### config.mk
export PLATFORM = sky130hd
export DESIGN_NAME = puf_batch_controller
export DESIGN_NICKNAME = d
export VERILOG_FILES = /design/src/rtl/puf_batch_controller.sv
export SDC_FILE = /design/constraint.sdc
export NUM_CORES = 1
export LEC_CHECK = 0
export CORE_MARGIN = 4
export CORE_UTILIZATION = 47
export CTS_CLUSTER_DIAMETER = 150
export CTS_CLUSTER_SIZE = 20
export DETAILED_ROUTE_END_ITERATION = 10
export GPL_ROUTABILITY_DRIVEN = 0
export PLACE_DENSITY = 0.77
export SETUP_SLACK_MARGIN = 0.05
export SLEW_MARGIN = 20
export SYNTH_ARGS = -nofsm -noshare
export SYNTH_HDL_FRONTEND = slang
export SYNTH_SLANG_ARGS = --single-unit
### constraint.sdc
create_clock -name clk -period 2.75 [get_ports clk]
set_clock_uncertainty 0.1 [all_clocks]
set_input_delay 0.4125 -clock clk [delete_from_list [all_inputs] [get_ports clk]]
set_output_delay 0.4125 -clock clk [all_outputs]
set_load 0.05 [all_outputs]
### src/rtl/puf_batch_controller.sv
// SIRC user-side controller that runs a batch of PUF challenges per run request.
// It fetches each challenge byte-wise, drives the PUF engine, writes the response bytes and posts a status word.
module puf_batch_controller #(
  parameter int unsigned INMEM_ADDRESS_WIDTH  = 17,
  parameter int unsigned OUTMEM_ADDRESS_WIDTH = 13,
  parameter int unsigned CHAL_BYTES           = 8,
  parameter int unsigned RESP_BYTES           = 4,
  parameter int unsigned TIMEOUT_CYCLES       = 1024,
  parameter int unsigned STATUS_ADDR          = 2
) (
  input  logic                            clk,
  input  logic                            reset,
  input  logic                            userRunValue,
  output logic                            userRunClear,
  output logic                            register32CmdReq,
  input  logic                            register32CmdAck,
  output logic [31:0]                     register32WriteData,
  output logic [7:0]                      register32Address,
  output logic                            register32WriteEn,
  input  logic                            register32ReadDataValid,
  input  logic [31:0]                     register32ReadData,
  output logic                            inputMemoryReadReq,
  input  logic                            inputMemoryReadAck,
  output logic [INMEM_ADDRESS_WIDTH-1:0]  inputMemoryReadAdd,
  input  logic                            inputMemoryReadDataValid,
  input  logic [7:0]                      inputMemoryReadData,
  output logic                            outputMemoryWriteReq,
  input  logic                            outputMemoryWriteAck,
  output logic [OUTMEM_ADDRESS_WIDTH-1:0] outputMemoryWriteAdd,
  output logic [7:0]                      outputMemoryWriteData,
  output logic                            outputMemoryWriteByteMask,
  output logic                            puf_start,
  output logic [8*CHAL_BYTES-1:0]         puf_challenge,
  input  logic                            puf_done,
  input  logic [8*RESP_BYTES-1:0]         puf_response,
  output logic [7:0]                      LED
);

  localparam int unsigned CHAL_W    = 8 * CHAL_BYTES;
  localparam int unsigned RESP_W    = 8 * RESP_BYTES;
  localparam int unsigned MAX_BYTES = (CHAL_BYTES > RESP_BYTES) ? CHAL_BYTES : RESP_BYTES;
  localparam int unsigned BCNT_W    = $clog2(MAX_BYTES + 1);
  localparam int unsigned TCNT_W    = $clog2(TIMEOUT_CYCLES + 1);
  localparam int unsigned IA_W      = INMEM_ADDRESS_WIDTH;
  localparam int unsigned OA_W      = OUTMEM_ADDRESS_WIDTH;

  typedef enum logic [3:0] {
    S_IDLE       = 4'd0,
    S_RD_LEN     = 4'd1,
    S_RD_WAIT    = 4'd2,
    S_FETCH      = 4'd3,
    S_FETCH_WAIT = 4'd4,
    S_EVAL       = 4'd5,
    S_WRITE      = 4'd6,
    S_WRITE_GAP  = 4'd7,
    S_STATUS     = 4'd8
  } state_t;

  state_t              r_state,     w_state_nxt;
  logic                r_reg_req,   w_reg_req_nxt;
  logic                r_reg_we,    w_reg_we_nxt;
  logic [7:0]          r_reg_addr,  w_reg_addr_nxt;
  logic [31:0]         r_reg_wdata, w_reg_wdata_nxt;
  logic                r_run_clear, w_run_clear_nxt;
  logic                r_in_req,    w_in_req_nxt;
  logic [IA_W-1:0]     r_in_addr,   w_in_addr_nxt;
  logic                r_out_req,   w_out_req_nxt;
  logic [OA_W-1:0]     r_out_addr,  w_out_addr_nxt;
  logic [7:0]          r_out_data,  w_out_data_nxt;
  logic                r_start,     w_start_nxt;
  logic [CHAL_W-1:0]   r_chal,      w_chal_nxt;
  logic [RESP_W-1:0]   r_resp,      w_resp_nxt;
  logic [15:0]         r_n,         w_n_nxt;
  logic [15:0]         r_idx,       w_idx_nxt;
  logic [15:0]         r_timeouts,  w_timeouts_nxt;
  logic [BCNT_W-1:0]   r_bcnt,      w_bcnt_nxt;
  logic [TCNT_W-1:0]   r_tcnt,      w_tcnt_nxt;
  logic                r_to_seen,   w_to_seen_nxt;
  logic [7:0]          r_led;
  logic                w_unused_ok;

  // Only the low half of the length register carries the batch size.
  assign w_unused_ok = &{1'b0, register32ReadData[31:16]};

  assign userRunClear              = r_run_clear;
  assign register32CmdReq          = r_reg_req;
  assign register32WriteEn         = r_reg_we;
  assign register32Address         = r_reg_addr;
  assign register32WriteData       = r_reg_wdata;
  assign inputMemoryReadReq        = r_in_req;
  assign inputMemoryReadAdd        = r_in_addr;
  assign outputMemoryWriteReq      = r_out_req;
  assign outputMemoryWriteAdd      = r_out_addr;
  assign outputMemoryWriteData     = r_out_data;
  assign outputMemoryWriteByteMask = 1'b1;
  assign puf_start                 = r_start;
  assign puf_challenge             = r_chal;
  assign LED                       = r_led;

  // Next-state and next-output logic
  always_comb begin
    w_state_nxt     = r_state;
    w_reg_req_nxt   = r_reg_req;
    w_reg_we_nxt    = r_reg_we;
    w_reg_addr_nxt  = r_reg_addr;
    w_reg_wdata_nxt = r_reg_wdata;
    w_run_clear_nxt = 1'b0;
    w_in_req_nxt    = r_in_req;
    w_in_addr_nxt   = r_in_addr;
    w_out_req_nxt   = r_out_req;
    w_out_addr_nxt  = r_out_addr;
    w_out_data_nxt  = r_out_data;
    w_start_nxt     = 1'b0;
    w_chal_nxt      = r_chal;
    w_resp_nxt      = r_resp;
    w_n_nxt         = r_n;
    w_idx_nxt       = r_idx;
    w_timeouts_nxt  = r_timeouts;
    w_bcnt_nxt      = r_bcnt;
    w_tcnt_nxt      = r_tcnt;
    w_to_seen_nxt   = r_to_seen;

    case (r_state)
      S_IDLE: begin
        // A clear still visible this cycle blocks re-sampling of the run bit
        if (userRunValue && !r_run_clear) begin
          w_state_nxt    = S_RD_LEN;
          w_reg_req_nxt  = 1'b1;
          w_reg_we_nxt   = 1'b0;
          w_reg_addr_nxt = 8'd0;
          w_to_seen_nxt  = 1'b0;
        end
      end
      S_RD_LEN: begin
        if (register32CmdAck) begin
          w_reg_req_nxt = 1'b0;
          w_state_nxt   = S_RD_WAIT;
        end
      end
      S_RD_WAIT: begin
        if (register32ReadDataValid) begin
          w_n_nxt        = register32ReadData[15:0];
          w_idx_nxt      = 16'd0;
          w_timeouts_nxt = 16'd0;
          w_in_addr_nxt  = '0;
          w_out_addr_nxt = '0;
          w_bcnt_nxt     = '0;
          if (register32ReadData[15:0] == 16'd0) begin
            w_state_nxt     = S_STATUS;
            w_reg_req_nxt   = 1'b1;
            w_reg_we_nxt    = 1'b1;
            w_reg_addr_nxt  = 8'(STATUS_ADDR);
            w_reg_wdata_nxt = 32'd0;
          end else begin
            w_state_nxt  = S_FETCH;
            w_in_req_nxt = 1'b1;
          end
        end
      end
      S_FETCH: begin
        if (inputMemoryReadAck) begin
          w_in_req_nxt  = 1'b0;
          w_in_addr_nxt = r_in_addr + IA_W'(1);
          w_state_nxt   = S_FETCH_WAIT;
        end
      end
      S_FETCH_WAIT: begin
        if (inputMemoryReadDataValid) begin
          w_chal_nxt[{r_bcnt, 3'b000} +: 8] = inputMemoryReadData;
          if (r_bcnt == BCNT_W'(CHAL_BYTES - 1)) begin
            w_bcnt_nxt  = '0;
            w_start_nxt = 1'b1;
            w_tcnt_nxt  = '0;
            w_state_nxt = S_EVAL;
          end else begin
            w_bcnt_nxt   = r_bcnt + BCNT_W'(1);
            w_in_req_nxt = 1'b1;
            w_state_nxt  = S_FETCH;
          end
        end
      end
      S_EVAL: begin
        // done takes priority over a timeout in the same cycle
        if (puf_done) begin
          w_resp_nxt    = puf_response;
          w_out_req_nxt = 1'b1;
          w_state_nxt   = S_WRITE;
        end else if (r_tcnt == TCNT_W'(TIMEOUT_CYCLES - 1)) begin
          w_resp_nxt     = '1;
          w_timeouts_nxt = r_timeouts + 16'd1;
          w_to_seen_nxt  = 1'b1;
          w_out_req_nxt  = 1'b1;
          w_state_nxt    = S_WRITE;
        end else begin
          w_tcnt_nxt = r_tcnt + TCNT_W'(1);
        end
      end
      S_WRITE: begin
        if (outputMemoryWriteAck) begin
          w_out_req_nxt  = 1'b0;
          w_out_addr_nxt = r_out_addr + OA_W'(1);
          w_state_nxt    = S_WRITE_GAP;
        end
      end
      S_WRITE_GAP: begin
        if (r_bcnt == BCNT_W'(RESP_BYTES - 1)) begin
          w_bcnt_nxt = '0;
          w_idx_nxt  = r_idx + 16'd1;
          if ((r_idx + 16'd1) == r_n) begin
            w_state_nxt     = S_STATUS;
            w_reg_req_nxt   = 1'b1;
            w_reg_we_nxt    = 1'b1;
            w_reg_addr_nxt  = 8'(STATUS_ADDR);
            w_reg_wdata_nxt = {r_timeouts, r_idx + 16'd1};
          end else begin
            w_state_nxt  = S_FETCH;
            w_in_req_nxt = 1'b1;
          end
        end else begin
          w_bcnt_nxt    = r_bcnt + BCNT_W'(1);
          w_out_req_nxt = 1'b1;
          w_state_nxt   = S_WRITE;
        end
      end
      S_STATUS: begin
        if (register32CmdAck) begin
          w_reg_req_nxt   = 1'b0;
          w_reg_we_nxt    = 1'b0;
          w_run_clear_nxt = 1'b1;
          w_state_nxt     = S_IDLE;
        end
      end
      default: begin
        w_state_nxt = S_IDLE;
      end
    endcase

    // Response byte to present on the write port, LSB first
    if (w_state_nxt == S_WRITE) begin
      w_out_data_nxt = 8'(w_resp_nxt >> {w_bcnt_nxt, 3'b000});
    end
  end

  // State and output registers
  always_ff @(posedge clk or negedge reset) begin
    if (!reset) begin
      r_state     <= S_IDLE;
      r_reg_req   <= 1'b0;
      r_reg_we    <= 1'b0;
      r_reg_addr  <= 8'd0;
      r_reg_wdata <= 32'd0;
      r_run_clear <= 1'b0;
      r_in_req    <= 1'b0;
      r_in_addr   <= '0;
      r_out_req   <= 1'b0;
      r_out_addr  <= '0;
      r_out_data  <= 8'd0;
      r_start     <= 1'b0;
      r_chal      <= '0;
      r_resp      <= '0;
      r_n         <= 16'd0;
      r_idx       <= 16'd0;
      r_timeouts  <= 16'd0;
      r_bcnt      <= '0;
      r_tcnt      <= '0;
      r_to_seen   <= 1'b0;
      r_led       <= 8'd0;
    end else begin
      r_state     <= w_state_nxt;
      r_reg_req   <= w_reg_req_nxt;
      r_reg_we    <= w_reg_we_nxt;
      r_reg_addr  <= w_reg_addr_nxt;
      r_reg_wdata <= w_reg_wdata_nxt;
      r_run_clear <= w_run_clear_nxt;
      r_in_req    <= w_in_req_nxt;
      r_in_addr   <= w_in_addr_nxt;
      r_out_req   <= w_out_req_nxt;
      r_out_addr  <= w_out_addr_nxt;
      r_out_data  <= w_out_data_nxt;
      r_start     <= w_start_nxt;
      r_chal      <= w_chal_nxt;
      r_resp      <= w_resp_nxt;
      r_n         <= w_n_nxt;
      r_idx       <= w_idx_nxt;
      r_timeouts  <= w_timeouts_nxt;
      r_bcnt      <= w_bcnt_nxt;
      r_tcnt      <= w_tcnt_nxt;
      r_to_seen   <= w_to_seen_nxt;
      r_led       <= {w_to_seen_nxt, 3'b000, w_state_nxt};
    end
  end

endmodule
==> results of run 1 <==
-- worst paths after layout --
kind                                                  endpoint  depth (start not counted)
min reg2reg                register32WriteData[24]$_DFFE_PN0P_                          2
min                                         r_n[0]$_DFFE_PN0P_                          2
max                        register32WriteData[29]$_DFFE_PN0P_                         10
max in group asynchronous         puf_challenge[4]$_DFFE_PN0P_                          3
min in group clk           register32WriteData[24]$_DFFE_PN0P_                          2
max reg2reg                register32WriteData[29]$_DFFE_PN0P_                         10
-- state kept, by name (all words and copies together) (netlist names) --
register / cells
r_to_seen: 1
r_n: 16
r_idx: 16
r_bcnt: 4
puf_start: 1
inputMemoryReadReq: 1
r_resp: 32
puf_challenge: 64
r_timeouts: 16
outputMemoryWriteAdd: 13
inputMemoryReadAdd: 17
LED: 1
register32WriteEn: 1
register32Address: 1
register32WriteData: 32
r_state: 3
userRunClear: 1
register32CmdReq: 1
r_tcnt: 11
outputMemoryWriteData: 8
outputMemoryWriteReq: 1
-- where the power goes --
| group | total, mW | switching (mW) | internal [mW] |
|---|---|---|---|
| clock network | 2.36 | 1.23 | 1.13 |
| logic | 5.23 | 3.07 | 2.15 |
| registers | 4.63 | 0.452 | 4.18 |
| total | 12.2 | 4.76 | 7.46 |
-- cells in the final DEF (no fill, tap or decap), types with 10 or more instances in the layout --
cell,netlist,final
nor3_1,11,10
o22a_1,33,33
o21ai_0,107,104
nand2_1,250,250
mux2i_1,18,18
and2_1,10,10
xnor2_1,38,37
o31ai_1,16,15
buf_4,14,137
clkbuf_16,0,18
xor2_1,35,33
o21ai_1,22,18
nor2_1,82,80
nand4_1,15,15
conb_1,2,11
a21oi_1,30,28
and4_1,11,10
nor2b_1,15,15
and3_1,18,17
dfrtp_1,241,233
nand3_1,35,34
inv_1,26,26
clkdlybuf4s50_1,0,209
or3_1,11,10
o21ai_2,17,24
-- final cells by class --
| cell class | count | area share, % |
|---|---|---|
| timing repair buffer | 358 | 21.2 |
| multi-input combinational | 889 | 34.4 |
| clock buffer | 18 | 2.73 |
| clock inverter | 1 | 0.127 |
| inverter | 26 | 0.620 |
| antenna | 1 | 0.0159 |
| tap | 324 | 2.57 |
| sequential | 241 | 38.4 |
-- layer usage --
layer  vias to the layer above  part of all wire (%)
met5                         -                 0.039
met4                         2                   2.2
met1                      5008                    44
met2                       341                    48
met3                        54                   6.5
li1                       4815                     -
-- through the flow --
step           cells  instance area [um2]  setup WS (ns)  setup TNS, ns  utilization (%)
2_1_floorplan   1229                11700         0.0534              0                -
3_3_place_gp    1823                14900         -0.229          -6.10             61.5
3_5_place_dp    1823                14900         -0.276          -8.30             61.5
4_1_cts         1844                15500         -0.137          -4.04             63.9
5_1_grt         1857                15700         -0.279         -10.77             64.7
6_report        1858                15700         -0.153          -4.52             64.8
-- kinds of logic after synthesis --
kind of cell             count (synthesis)
XOR/XNOR                                73
AO/OA/AOI/OAI                          262
flip-flops                             241
other                                    2
AND/OR/NAND/NOR                        507
buffers and inverters                   99
adder cells (fa/ha/maj)                  9
multiplexers                            27
-- critical path: stages (launching register included) --
cell and delay, ns:
dfrtp_2 0.45, ha_4 0.26, xor2_2 0.18, a21oi_2 0.11, o2111ai_1 0.12, or4_4 0.56, nor4_4 0.33, buf_4 0.17
a32oi_4 0.12, buf_12 0.20, a22o_1 0.18
-- what timing repair did --
action                                  CTS  global route
buffers inserted                          1            12
gates resized for setup                  23            21
pin swaps                                 9             8
hold buffers                              1             0
hold endpoints to repair                 52             0
cloned                                    0             1
endpoints found under the setup margin   47            67
==> flow_summary.json, run 1 <==
{
  "outcome": "complete, but fails checks",
  "violations": "setup timing",
  "dr.first_iter.drc_count": 866,
  "viasPerCell": 5.50,
  "cts.sinks": 241,
  "critPathMaxFanout": 34,
  "drive_gt1_share_pct": 16.0,
  "cp.required_ns": 3.03,
  "rows": 57,
  "slew_viol_final": 0,
  "ir_worst_vdd_mv": 0.557,
  "die_x_um": 165,
  "period_share_pct": 106,
  "wl_per_cell_um": 17.8,
  "syn_avg_cell_area_um2": 9.53,
  "dieArea_mm2": 0.0273,
  "drt_wl_total_um": 33100,
  "synthMostInstantiatedCell": "nand2_1",
  "slew_headroom_pct": 53.6,
  "reg2reg_from": "r_idx[0]$_DFFE_PN0P_",
  "drv_cap": 0,
  "multi_input_area_mm2": 0.00541,
  "r2r_slack_ns": -0.15,
  "finalHoldViolations": 0,
  "cp.arrival_ns": 3.18,
  "synthTopCellsByCount": "nand2_1, dfrtp_1, o21ai_0",
  "finalSetupViolCount": 43,
  "drcViolationCount": 0,
  "clock.fmax_ghz": 0.344,
  "numCtsBuffers": 16,
  "hold_path.class": "primary input to async pin",
  "firstDrtPassIters": 5,
  "clk_latency_ns": 0.50,
  "fin_nets": 1622,
  "fillers": 1953,
  "seq_area_frac_synth_pct": 51.9,
  "synth_top_family_by_area": "simple AND/OR/NAND/NOR gates",
  "synth_top_area_share_pct": 51.9,
  "synth_xor_xnor_area_share_pct": 5.50,
  "use_met3_pct": 4.14,
  "grt-busiest-layer": "met2",
  "grt_max_degree": 71,
  "cp-startpoint": "r_idx[0]$_DFFE_PN0P_",
  "antenna_left": 0,
  "synth_flop_cell": "dfrtp_1",
  "clkSlewWorstSetupHoldPaths_ns": 0.09,
  "overflow": 0,
  "initial_core_util_pct": 47.8,
  "antenna_found_initial": 1,
  "crit_type": "register to register",
  "syn_inst": 1220,
  "p_leak_nw": 6.88,
  "yosysWarnings": 0,
  "setup_ws_ns": -0.153,
  "worstMarginPinSlew_ns": 0.694,
  "syn2layout_area_growth_pct": 35.4,
  "yosysUniqueCellTypes": 74,
  "synth.ff_latch_count": 241,
  "grt_pass1_wl_um": 51600,
  "core_mm2": 0.0243,
  "synth-edff-count": 0,
  "synth-compound-area-share_pct": 14.5,
  "met1_usage_pct": 31.9,
  "ys_top_cells_by_area": "dfrtp_1, nand2_1, o21ai_0, xnor2_1, nor2_1",
  "finalPower_mw": 12.2,
  "worst_setup_path_end_kind": "register",
  "dpl.hpwl_um": 24000,
  "synthMuxAreaShare_pct": 2.42,
  "syn_area_mm2": 0.0116,
  "period_needed_ns": 2.90,
  "seqCellArea_mm2": 0.00604,
  "die_y_um": 165,
  "rsz0062_at_grt": "yes",
  "num_io_pins": 238,
  "yosys.area_share.simple_pct": 20.7,
  "critPathLaunchType": "register",
  "clock_tree.buffer_depth": 3,
  "p_per_area_mw_per_mm2": 776,
  "first_global_vias": 10023,
  "htreeDepth": 1,
  "yosysTopAreaCell": "dfrtp_1",
  "cts-root-buf": "clkbuf_16",
  "cts_tree": "built",
  "port_buffers": 210,
  "via_count": 10220,
  "async_flop_share_pct": 100,
  "synth_adder_area_share_pct": 0.968,
  "grtUsageTotal_pct": 23.3,
  "use_met2_pct": 38.5,
  "whs_ns": 0.311
}
(Power assumes the default switching activity.)
==> run 2: changes to the inputs <==
Settings changed: CORE_ASPECT_RATIO from default to 1.1, CTS_CLUSTER_SIZE 20 to default, PLACE_DENSITY 0.77 to 0.89.
==> flow_summary.json, run 2 (synthesis gave the netlist of run 1 again) <==
{
  "antenna_found_initial": 3,
  "r2r_slack_ns": -0.18,
  "rsz0062_at_grt": "yes",
  "ir_worst_vdd_mv": 0.635,
  "cts-root-buf": "clkbuf_16",
  "dieArea_mm2": 0.0273,
  "final_common_cell": "nand2_1",
  "slew_headroom_pct": 34.7,
  "use_met3_pct": 4.43,
  "port_buffers": 210,
  "clock_tree.buffer_depth": 3,
  "grt_pass1_wl_um": 55800,
  "setup_ws_ns": -0.175,
  "p_per_area_mw_per_mm2": 831,
  "viasPerCell": 5.74,
  "overflow": 0,
  "p_leak_nw": 7.00,
  "place_area_mm2": 0.0149,
  "grt-busiest-layer": "met2",
  "first_global_vias": 10868,
  "drt_wl_total_um": 35200,
  "final_cell_mix": "nand2_1, dfrtp_1, clkdlybuf4s50_1, buf_4, o21ai_0",
  "cts.sinks": 241,
  "core_mm2": 0.0244,
  "outcome": "complete, but fails checks",
  "dpl.hpwl_um": 24700,
  "drcViolationCount": 0,
  "grtUsageTotal_pct": 24.8,
  "worst_setup_path_end_kind": "register",
  "numCtsBuffers": 26,
  "initial_core_util_pct": 47.7,
  "rows": 60,
  "violations": "setup timing",
  "crit_type": "register to register",
  "syn2layout_area_growth_pct": 37.7,
  "grt_max_degree": 76,
  "die_y_um": 173,
  "fin_nets": 1623,
  "worstMarginPinSlew_ns": 0.974,
  "use_met2_pct": 41.1,
  "period_share_pct": 106,
  "wl_per_cell_um": 18.9,
  "dr.first_iter.drc_count": 1047,
  "clkSlewWorstSetupHoldPaths_ns": 0.06,
  "firstDrtPassIters": 6,
  "cp.required_ns": 3.05,
  "final_cells": 1864,
  "finalSetupViolCount": 45,
  "num_io_pins": 238,
  "critPathLaunchType": "register",
  "placedCellCount": 1805,
  "cp.arrival_ns": 3.23,
  "met1_usage_pct": 31.3,
  "critPathMaxFanout": 34,
  "die_x_um": 158,
  "antenna_left": 0,
  "finalHoldViolations": 0,
  "drive_gt1_share_pct": 16.4,
  "period_needed_ns": 2.93,
  "slew_viol_final": 0,
  "cts_tree": "built",
  "drv_cap": 0,
  "hold_path.class": "primary input to async pin",
  "clock.fmax_ghz": 0.342,
  "htreeDepth": 1,
  "clk_latency_ns": 0.53,
  "via_count": 10704,
  "largest_reg_flops": 64,
  "design_area_mm2": 0.0160
}
[run 2: changes by cell type in the layout (fill, tap and decap cells not counted), moves of 3 or more]
| cell | before | now |
|---|---|---|
| clkbuf_8 | 0 | 4 |
| buf_4 | 137 | 129 |
| clkbuf_16 | 18 | 26 |
| o21ai_2 | 24 | 20 |
| clkinv_2 | 0 | 3 |
| clkbuf_1 | 1 | 7 |
[run 2: per-stage QoR]
stage	utilization (%)	setup slack [ns]	total power [mW]	setup TNS, ns	hold WS, ns
final	65.7	-0.175	13.3	-5.77	0.327
after global routing	65.7	-0.293	14.0	-10.61	0.376
after CTS	65.2	-0.0846	13.1	-1.60	0.351
after detailed placement	60.9	-0.325	9.50	-7.86	0.320
after global placement	60.9	-0.281	9.32	-5.53	0.312
after floorplan	-	0.0534	7.71	0	0.0169
[run 2: layout make-up]
| class | count | area [um2] |
|---|---|---|
| clock buffer | 37 | 732 |
| clock inverter | 10 | 128 |
| fill | 1709 | 8380 |
| antenna | 2 | 5.00 |
| timing repair buffer | 349 | 3260 |
| tap | 310 | 388 |
| sequential | 241 | 6040 |
| multi-input combinational | 889 | 5370 |
| inverter | 26 | 97.6 |
[run 2: metal layers]
| layer | vias up | share of wire (%) | wire length [um] |
|---|---|---|---|
| met1 | 5120 | 38 | 13400 |
| met3 | 178 | 7.8 | 2740 |
| met2 | 568 | 48 | 17000 |
| met5 | - | 0.031 | 11 |
| met4 | 2 | 5.9 | 2080 |
| li1 | 4836 | - | - |
[run 2: final timing paths]
kind	cells past startpoint	end	from
min reg2reg	2	puf_challenge[62]$_DFFE_PN0P_	puf_challenge[62]$_DFFE_PN0P_
max in group asynchronous	3	r_resp[19]$_DFF_PN0_	reset
min in group clk	3	r_n[7]$_DFFE_PN0P_	register32ReadData[7]
max reg2reg	12	register32WriteData[4]$_DFFE_PN0P_	r_idx[8]$_DFFE_PN0P_
max	12	register32WriteData[4]$_DFFE_PN0P_	r_idx[8]$_DFFE_PN0P_
min	2	puf_challenge[22]$_DFFE_PN0P_	reset
[run 2: worst max-delay path, stage by stage, from the launching register on]
cell and delay, ns:
dfrtp_1 0.48, nand2_1 0.17, or3_4 0.47, buf_4 0.16, buf_4 0.13, xnor2_1 0.25, o221ai_2 0.17, nor4_4 0.19
buf_4 0.18, a32oi_4 0.13, buf_12 0.20, nand2_1 0.09, o21ai_1 0.08
[run 2: where the power goes]
group          switching, mW  leakage [nW]  internal, mW
clock network           1.43         0.419          2.05
logic                   3.10          3.53          2.07
registers              0.480          3.05          4.19
total                   5.00          7.00          8.31
[run 2: repair_timing]
| action | CTS | global route |
|---|---|---|
| pin swaps | 8 | 3 |
| setup endpoints to repair | 46 | 63 |
| gates cloned | 0 | 0 |
| setup buffers | 6 | 3 |
| hold buffers | 1 | 0 |
| endpoints found under the hold margin | 68 | 0 |
| gates resized for setup | 20 | 17 |
